<file path="src/rtl/ifid_stage_reg.sv">
// rtl/ifid_stage_reg.sv - IF/ID stage register with one-entry skid buffer and registered field decode
// Beats are decoded on entry; a skid entry carries its decoded fields across into main.
module ifid_stage_reg #(
  parameter int              PC_W     = 16,
  parameter int              INSTR_W  = 16,
  parameter int              OP_W     = 4,
  parameter int              REG_W    = 3,
  parameter int              FUNCT_W  = 3,
  parameter int              IMM_W    = 6,
  parameter logic [OP_W-1:0] OP_RTYPE = 4'b0001,
  parameter logic [OP_W-1:0] OP_I_LO  = 4'b0010,
  parameter logic [OP_W-1:0] OP_I_HI  = 4'b0111,
  parameter int              CNT_W    = 16
) (
  input  logic                    clock,
  input  logic                    reset,
  input  logic                    in_valid,
  output logic                    in_ready,
  input  logic [PC_W-1:0]         in_pc4,
  input  logic [INSTR_W-1:0]      in_instr,
  input  logic                    ifid_write,
  input  logic                    flush,
  output logic                    out_valid,
  input  logic                    out_ready,
  output logic [PC_W-1:0]         out_pc4,
  output logic [OP_W-1:0]         opcode,
  output logic [1:0]              instr_type,
  output logic [REG_W-1:0]        rs,
  output logic [REG_W-1:0]        rt,
  output logic [REG_W-1:0]        rd,
  output logic [FUNCT_W-1:0]      funct,
  output logic [IMM_W-1:0]        imm,
  output logic [INSTR_W-OP_W-1:0] jaddr,
  output logic [CNT_W-1:0]        stall_cnt
);

  localparam int RS_HI  = INSTR_W - OP_W - 1;
  localparam int RT_HI  = RS_HI - REG_W;
  localparam int RD_HI  = RT_HI - REG_W;
  localparam int FN_HI  = RD_HI - REG_W;
  localparam int IMM_HI = RT_HI - REG_W;

  typedef struct packed {
    logic [PC_W-1:0]         pc4;
    logic [OP_W-1:0]         opcode;
    logic [1:0]              itype;
    logic [REG_W-1:0]        rs;
    logic [REG_W-1:0]        rt;
    logic [REG_W-1:0]        rd;
    logic [FUNCT_W-1:0]      funct;
    logic [IMM_W-1:0]        imm;
    logic [INSTR_W-OP_W-1:0] jaddr;
  } beat_t;

  typedef enum logic [1:0] {
    ST_EMPTY,
    ST_FULL,
    ST_SKID
  } state_t;

  typedef enum logic [1:0] {
    SEL_HOLD,
    SEL_IN,
    SEL_SKID
  } main_sel_t;

  function automatic beat_t decode(input logic [PC_W-1:0] pc4, input logic [INSTR_W-1:0] instr);
    beat_t           b;
    logic [OP_W-1:0] op;
    b        = '0;
    op       = instr[INSTR_W-1 -: OP_W];
    b.pc4    = pc4;
    b.opcode = op;
    if (op == OP_RTYPE) begin
      b.itype = 2'b00;
      b.rs    = instr[RS_HI -: REG_W];
      b.rt    = instr[RT_HI -: REG_W];
      b.rd    = instr[RD_HI -: REG_W];
      b.funct = instr[FN_HI -: FUNCT_W];
    end else if (op >= OP_I_LO && op <= OP_I_HI) begin
      b.itype = 2'b01;
      b.rs    = instr[RS_HI -: REG_W];
      b.rt    = instr[RT_HI -: REG_W];
      b.imm   = instr[IMM_HI -: IMM_W];
    end else begin
      b.itype = 2'b10;
      b.jaddr = instr[INSTR_W-OP_W-1:0];
    end
    return b;
  endfunction

  beat_t            r_main;
  beat_t            r_skid;
  logic             r_main_valid;
  logic             r_skid_valid;
  logic [CNT_W-1:0] r_stall_cnt;

  beat_t            w_in_beat;
  state_t           w_state;
  main_sel_t        w_main_sel;
  logic             w_skid_load;
  logic             w_main_valid_nxt;
  logic             w_skid_valid_nxt;
  logic             w_accept;
  logic             w_consume;
  logic             w_stall;

  assign w_in_beat = decode(in_pc4, in_instr);
  assign in_ready  = ~r_skid_valid & ifid_write;
  assign w_accept  = in_valid & in_ready;
  assign w_consume = r_main_valid & out_ready & ifid_write;
  assign w_stall   = (r_main_valid & ~out_ready) | ~ifid_write;

  always_comb begin
    w_state = ST_EMPTY;
    if (r_skid_valid) begin
      w_state = ST_SKID;
    end else if (r_main_valid) begin
      w_state = ST_FULL;
    end
  end

  // A frozen stage never accepts or consumes, so every state simply holds.
  always_comb begin
    w_main_sel       = SEL_HOLD;
    w_skid_load      = 1'b0;
    w_main_valid_nxt = r_main_valid;
    w_skid_valid_nxt = r_skid_valid;
    if (flush) begin
      w_main_valid_nxt = 1'b0;
      w_skid_valid_nxt = 1'b0;
    end else begin
      case (w_state)
        ST_EMPTY: begin
          if (w_accept) begin
            w_main_sel       = SEL_IN;
            w_main_valid_nxt = 1'b1;
          end
        end
        ST_FULL: begin
          if (w_accept && w_consume) begin
            w_main_sel = SEL_IN;
          end else if (w_accept) begin
            w_skid_load      = 1'b1;
            w_skid_valid_nxt = 1'b1;
          end else if (w_consume) begin
            w_main_valid_nxt = 1'b0;
          end
        end
        ST_SKID: begin
          if (w_consume) begin
            w_main_sel       = SEL_SKID;
            w_skid_valid_nxt = 1'b0;
          end
        end
        default: begin
          w_main_valid_nxt = 1'b0;
          w_skid_valid_nxt = 1'b0;
        end
      endcase
    end
  end

  always_ff @(posedge clock) begin
    if (reset) begin
      r_main       <= '0;
      r_skid       <= '0;
      r_main_valid <= 1'b0;
      r_skid_valid <= 1'b0;
      r_stall_cnt  <= '0;
    end else begin
      r_main_valid <= w_main_valid_nxt;
      r_skid_valid <= w_skid_valid_nxt;
      if (w_main_sel == SEL_IN) begin
        r_main <= w_in_beat;
      end else if (w_main_sel == SEL_SKID) begin
        r_main <= r_skid;
      end
      if (w_skid_load) begin
        r_skid <= w_in_beat;
      end
      if (w_stall && (r_stall_cnt != {CNT_W{1'b1}})) begin
        r_stall_cnt <= r_stall_cnt + CNT_W'(1);
      end
    end
  end

  assign out_valid  = r_main_valid;
  assign out_pc4    = r_main.pc4;
  assign opcode     = r_main.opcode;
  assign instr_type = r_main.itype;
  assign rs         = r_main.rs;
  assign rt         = r_main.rt;
  assign rd         = r_main.rd;
  assign funct      = r_main.funct;
  assign imm        = r_main.imm;
  assign jaddr      = r_main.jaddr;
  assign stall_cnt  = r_stall_cnt;

endmodule

</file>
<file path="config.mk">
export PLATFORM = sky130hd
export DESIGN_NAME = ifid_stage_reg
export DESIGN_NICKNAME = d
export VERILOG_FILES = /design/src/rtl/ifid_stage_reg.sv
export SDC_FILE = /design/constraint.sdc
export NUM_CORES = 1
export LEC_CHECK = 0
export CAP_MARGIN = 30
export CORE_MARGIN = 2
export CORE_UTILIZATION = 40
export CTS_CLUSTER_DIAMETER = 80
export DETAILED_ROUTE_END_ITERATION = 7
export DONT_BUFFER_PORTS = 1
export GPL_ROUTABILITY_DRIVEN = 0
export GPL_TIMING_DRIVEN = 0
export PLACE_DENSITY = 0.63
export SLEW_MARGIN = 10
export SYNTH_ARGS = -nofsm -noshare
export SYNTH_HDL_FRONTEND = slang
export SYNTH_SLANG_ARGS = --single-unit
</file>
<file path="constraint.sdc">
create_clock -name clock -period 6.35 [get_ports clock]
set_clock_uncertainty 0.2 [all_clocks]
set_input_delay 0.9525 -clock clock [delete_from_list [all_inputs] [get_ports clock]]
set_output_delay 0.9525 -clock clock [all_outputs]
set_load 0.03 [all_outputs]
</file>
==> results.rst <==
.. list-table::
   :header-rows: 1

   * - Metric
     - Value
   * - Status
     - completed
   * - Sinks on Clock Net
     - 122
   * - RSZ-0062 raised after global routing
     - no
   * - Class of the most critical setup path
     - primary input to flip-flop
   * - Synth Area in Simple Gates
     - 25.37%
   * - Proportion of register bits with asynchronous set or reset after synthesis
     - 0%
   * - Max Fanout on Critical Path
     - 10
   * - Routed wirelength normalized by instance count
     - 17.32 µm
   * - Buf/Inv on CP
     - 3
   * - Pin count of the biggest net entering global routing
     - 17
   * - Count of H-tree levels built during CTS
     - 4
   * - Most common flop cell mapped by yosys
     - sky130_fd_sc_hd__dfxtp_1
   * - GRT Total Usage
     - 21.49%
   * - Data required time of the worst path
     - 6430 ps
   * - Min cycle time layout
     - 3166 ps
   * - Internal Pwr Total
     - 0.001368 W
   * - Max Transition Viols Final
     - 0
   * - Fmax
     - 315.9 MHz
   * - Pwr per Cell Area
     - 293.8 mW/mm²
   * - Total placed instance area
     - 0.005522 mm²
   * - Final cell area excluding filler cells
     - 0.006061 mm²
   * - Switching share of total power
     - 23.16%
   * - Number of storage elements in the synthesis netlist
     - 122
   * - Overflow left after global routing
     - 0
   * - CP delay by family, top
     - buffers and inverters
   * - Delay contributed by the slowest stage of the critical path
     - 510 ps
   * - Fraction of power consumed by the clock network
     - 49.5%
   * - Via count of the first global-routing pass
     - 4,529
   * - Routed Wire Length
     - 14,840 µm
   * - Crit path DAT
     - 3250 ps
   * - Max transition margin
     - 48.99%
   * - Setup TNS
     - 0 ps
   * - Period utilisation layout
     - 49.86%
   * - Number of unique standard cell types used by synthesis
     - 44
   * - Switching power of the nets
     - 0.0004124 W
   * - Detailed placement HPWL
     - 10,810 µm
   * - First-pass detailed-route iteration total
     - 4
   * - Sort of element at the start of the critical path
     - primary input
   * - Post-route ant nets
     - 0
   * - Proportion of power drawn by flip-flops and latches
     - 45.6%
   * - Maximum clock path buffer count
     - 2
   * - Portion of the post-synthesis area used by sequential elements
     - 46.07%
   * - Ports placed on the boundary
     - 108
   * - Antenna fix cells
     - 0
   * - Transition time of the tightest slew-check pin
     - 763.6 ps
   * - Number of nets in the layout
     - 713
   * - Growth of design area from synthesis to finish
     - 14.33%
   * - Floorplan die width
     - 119.1 µm
   * - Classification of the worst-slack hold path
     - flip-flop to flip-flop
   * - Initial cell density of the core
     - 40.51%
   * - Type of destination of the critical path
     - flip-flop
   * - Number of failing hold endpoints at the final stage
     - 0
   * - Proportion of synthesized area in mux cells
     - 4.602%
   * - Largest family of logic cells by synthesized area
     - simple AND/OR/NAND/NOR gates
   * - Setup bufs post-CTS
     - 0
   * - Share of post-route cells with drive strength above 1
     - 7.195%
   * - Master cell of the clock root buffer
     - sky130_fd_sc_hd__clkbuf_16
   * - Core box area
     - 0.01309 mm²
   * - Comb power frac
     - 4.9%
   * - Via density per instance
     - 5.488
   * - Peak supply drop
     - 169.6 µV
   * - Die footprint
     - 0.01419 mm²
   * - Number of enable flip-flop cells after synthesis
     - 0
   * - Synthesis Warnings
     - 0
   * - Resize count post-CTS
     - 0
   * - Cts bufs inserted
     - 17
   * - Number of hold buffers added after CTS
     - 0
   * - Xor and xnor fraction of the mapped netlist area
     - 0%
   * - CP Cell Sequence
     - clkbuf_1 -> and3_1 -> nand3b_1 -> ha_1 -> clkbuf_1 -> clkbuf_1 -> mux2i_1 -> nor2_1
   * - Cell row count
     - 42
   * - Master of the slowest instance on the critical path
     - sky130_fd_sc_hd__clkbuf_1
   * - Syn avg cell area
     - 8.118 µm²
   * - Worst reg2reg setup slack
     - 3390 ps
   * - Vias after detailed routing
     - 4,703
   * - Most repeated library cell on the critical path
     - sky130_fd_sc_hd__clkbuf_1
   * - CTS clock-pin slew for the worst setup and hold paths
     - 50 ps
   * - Mapped cell area
     - 0.005301 mm²
   * - Die Y-Extent
     - 119.1 µm
   * - Port bufs
     - 0
   * - Wire length of the first global-routing pass
     - 23,670 µm
   * - Final setup vio count
     - 0
   * - CTS tree
     - yes
   * - Clock latency of the later-clocked register in the worst-skew pair
     - 420 ps
   * - Post-layout utilization of the core
     - 46.32%
   * - Leakage power total
     - 2.021 nW
   * - Final routed DRC violation total
     - 0
   * - Post-synthesis share of cell area spent on full adders, half adders and majority gates
     - 0.7080%
   * - Antenna violations before repair
     - 0
   * - Synthesized-area fraction occupied by ao, oa, aoi and oai cells
     - 18.06%
   * - Cells after synthesis
     - 653
   * - Iteration-0 DRC count of the detailed router
     - 306
   * - Total nets after synthesis
     - 694
   * - Max-cap viol count
     - 0
==> power groups by stage <==
stage                     combinational (W)  sequential, W  clock (W)
after CTS                         0.0000874       0.000812   0.000896
after global routing              0.0000973       0.000813   0.000933
after detailed placement          0.0000870       0.000828          0
after global placement            0.0000853       0.000827          0
after floorplan                   0.0000642       0.000824          0
final                             0.0000872       0.000812   0.000881
==> flip-flops by register name, indices dropped and copies added, names as in the netlist, 2 cells and up <==
| register | count |
|---|---|
| rt | 3 |
| stall_cnt | 16 |
| opcode | 4 |
| r_skid | 52 |
| instr_type | 2 |
| rs | 3 |
| rd | 3 |
| imm | 6 |
| funct | 3 |
| jaddr | 12 |
| out_pc4 | 16 |
==> per-layer routing <==
layer | vias up | part of all wire, % | GRT usage (%)
li1 | 2317 | - | -
met1 | 2213 | 42 | 26.38
met2 | 147 | 47 | 33.84
met3 | 26 | 8.8 | 7.615
met4 | 0 | 2.3 | 9.747
met5 | - | 0 | 0
==> cell usage in the layout (no fill, tap or decap), types with 8 or more instances in the layout <==
cell and count:
sky130_fd_sc_hd__inv_1 16, sky130_fd_sc_hd__o31ai_1 8, sky130_fd_sc_hd__mux2i_1 21, sky130_fd_sc_hd__and3_1 13, sky130_fd_sc_hd__a31oi_1 8, sky130_fd_sc_hd__a221oi_1 12
sky130_fd_sc_hd__a21oi_1 96, sky130_fd_sc_hd__nor3_1 23, sky130_fd_sc_hd__clkbuf_16 17, sky130_fd_sc_hd__nor2_1 48, sky130_fd_sc_hd__clkbuf_1 41, sky130_fd_sc_hd__nand2_1 95
sky130_fd_sc_hd__a211oi_1 14, sky130_fd_sc_hd__buf_2 13, sky130_fd_sc_hd__or3_1 8, sky130_fd_sc_hd__and2_1 12, sky130_fd_sc_hd__nor2b_1 22, sky130_fd_sc_hd__dfxtp_1 122
sky130_fd_sc_hd__nand3_1 35
==> path summary, 6_finish.rpt <==
path | startpoint | end | cells after the start
max | ifid_write | instr_type[0]$_SDFFE_PP0P_ | 8
min | r_skid[4]$_SDFFE_PP0P_ | r_skid[4]$_SDFFE_PP0P_ | 2
max reg2reg | out_valid$_SDFFE_PP0P_ | instr_type[0]$_SDFFE_PP0P_ | 7
min reg2reg | r_skid[4]$_SDFFE_PP0P_ | r_skid[4]$_SDFFE_PP0P_ | 2
==> synth_stat cells (3+ instances only) <==
library cell	count	area, µm²
sky130_fd_sc_hd__dfxtp_1	122	2442
sky130_fd_sc_hd__a21oi_1	96	480.5
sky130_fd_sc_hd__nand2_1	95	356.6
sky130_fd_sc_hd__nor2_1	48	180.2
sky130_fd_sc_hd__clkbuf_1	39	146.4
sky130_fd_sc_hd__nand3_1	35	175.2
sky130_fd_sc_hd__nor3_1	23	115.1
sky130_fd_sc_hd__nor2b_1	22	137.6
sky130_fd_sc_hd__mux2i_1	21	210.2
sky130_fd_sc_hd__inv_1	16	60.06
sky130_fd_sc_hd__a211oi_1	14	105.1
sky130_fd_sc_hd__and3_1	13	81.33
sky130_fd_sc_hd__buf_2	13	65.06
sky130_fd_sc_hd__a221oi_1	12	105.1
sky130_fd_sc_hd__and2_1	12	75.07
sky130_fd_sc_hd__a31oi_1	8	50.05
sky130_fd_sc_hd__o31ai_1	8	60.06
sky130_fd_sc_hd__or3_1	8	50.05
sky130_fd_sc_hd__a21o_1	6	45.04
sky130_fd_sc_hd__or4_1	4	30.03
sky130_fd_sc_hd__a211o_1	3	26.28
sky130_fd_sc_hd__ha_1	3	37.54
sky130_fd_sc_hd__mux2_2	3	33.78
sky130_fd_sc_hd__nand4_1	3	18.77
sky130_fd_sc_hd__nor4_1	3	18.77
sky130_fd_sc_hd__o21ai_0	3	15.01
==> worst min-delay path: cells and delay by family, from the launching register on <==
family	cells	cell delay (ps)
compound gates	1	50
simple gates	1	50
flops	1	300
==> layout make-up <==
class	instances	area [µm²]
clock buffers	26	529.3
clock inverters	2	10.01
fillers	1308	7024
multi-input cells	462	2584
inverters	16	60.06
plain buffers	53	215.2
well taps	176	220.2
flip-flops and latches	122	2442
==> cells by family after synthesis <==
kind of cell / count (synthesis)
AOI/OAI and AO/OA: 157
adders and majority gates: 3
buffers and inverters: 69
DFF: 122
muxes: 24
and+or+nand+nor: 278
==> metrics by stage <==
stage,cells,hold WS (ps),setup WS (ps),power [W]
final,857,248.6,3184,0.001781
after CTS,857,250.8,3184,0.001795
after detailed placement,829,243.6,2752,0.0009150
after global routing,857,264.1,2925,0.001843
after floorplan,653,232.3,3348,0.0008886
after global placement,829,239.6,2840,0.0009127
Power figures use the tool's default switching activity.
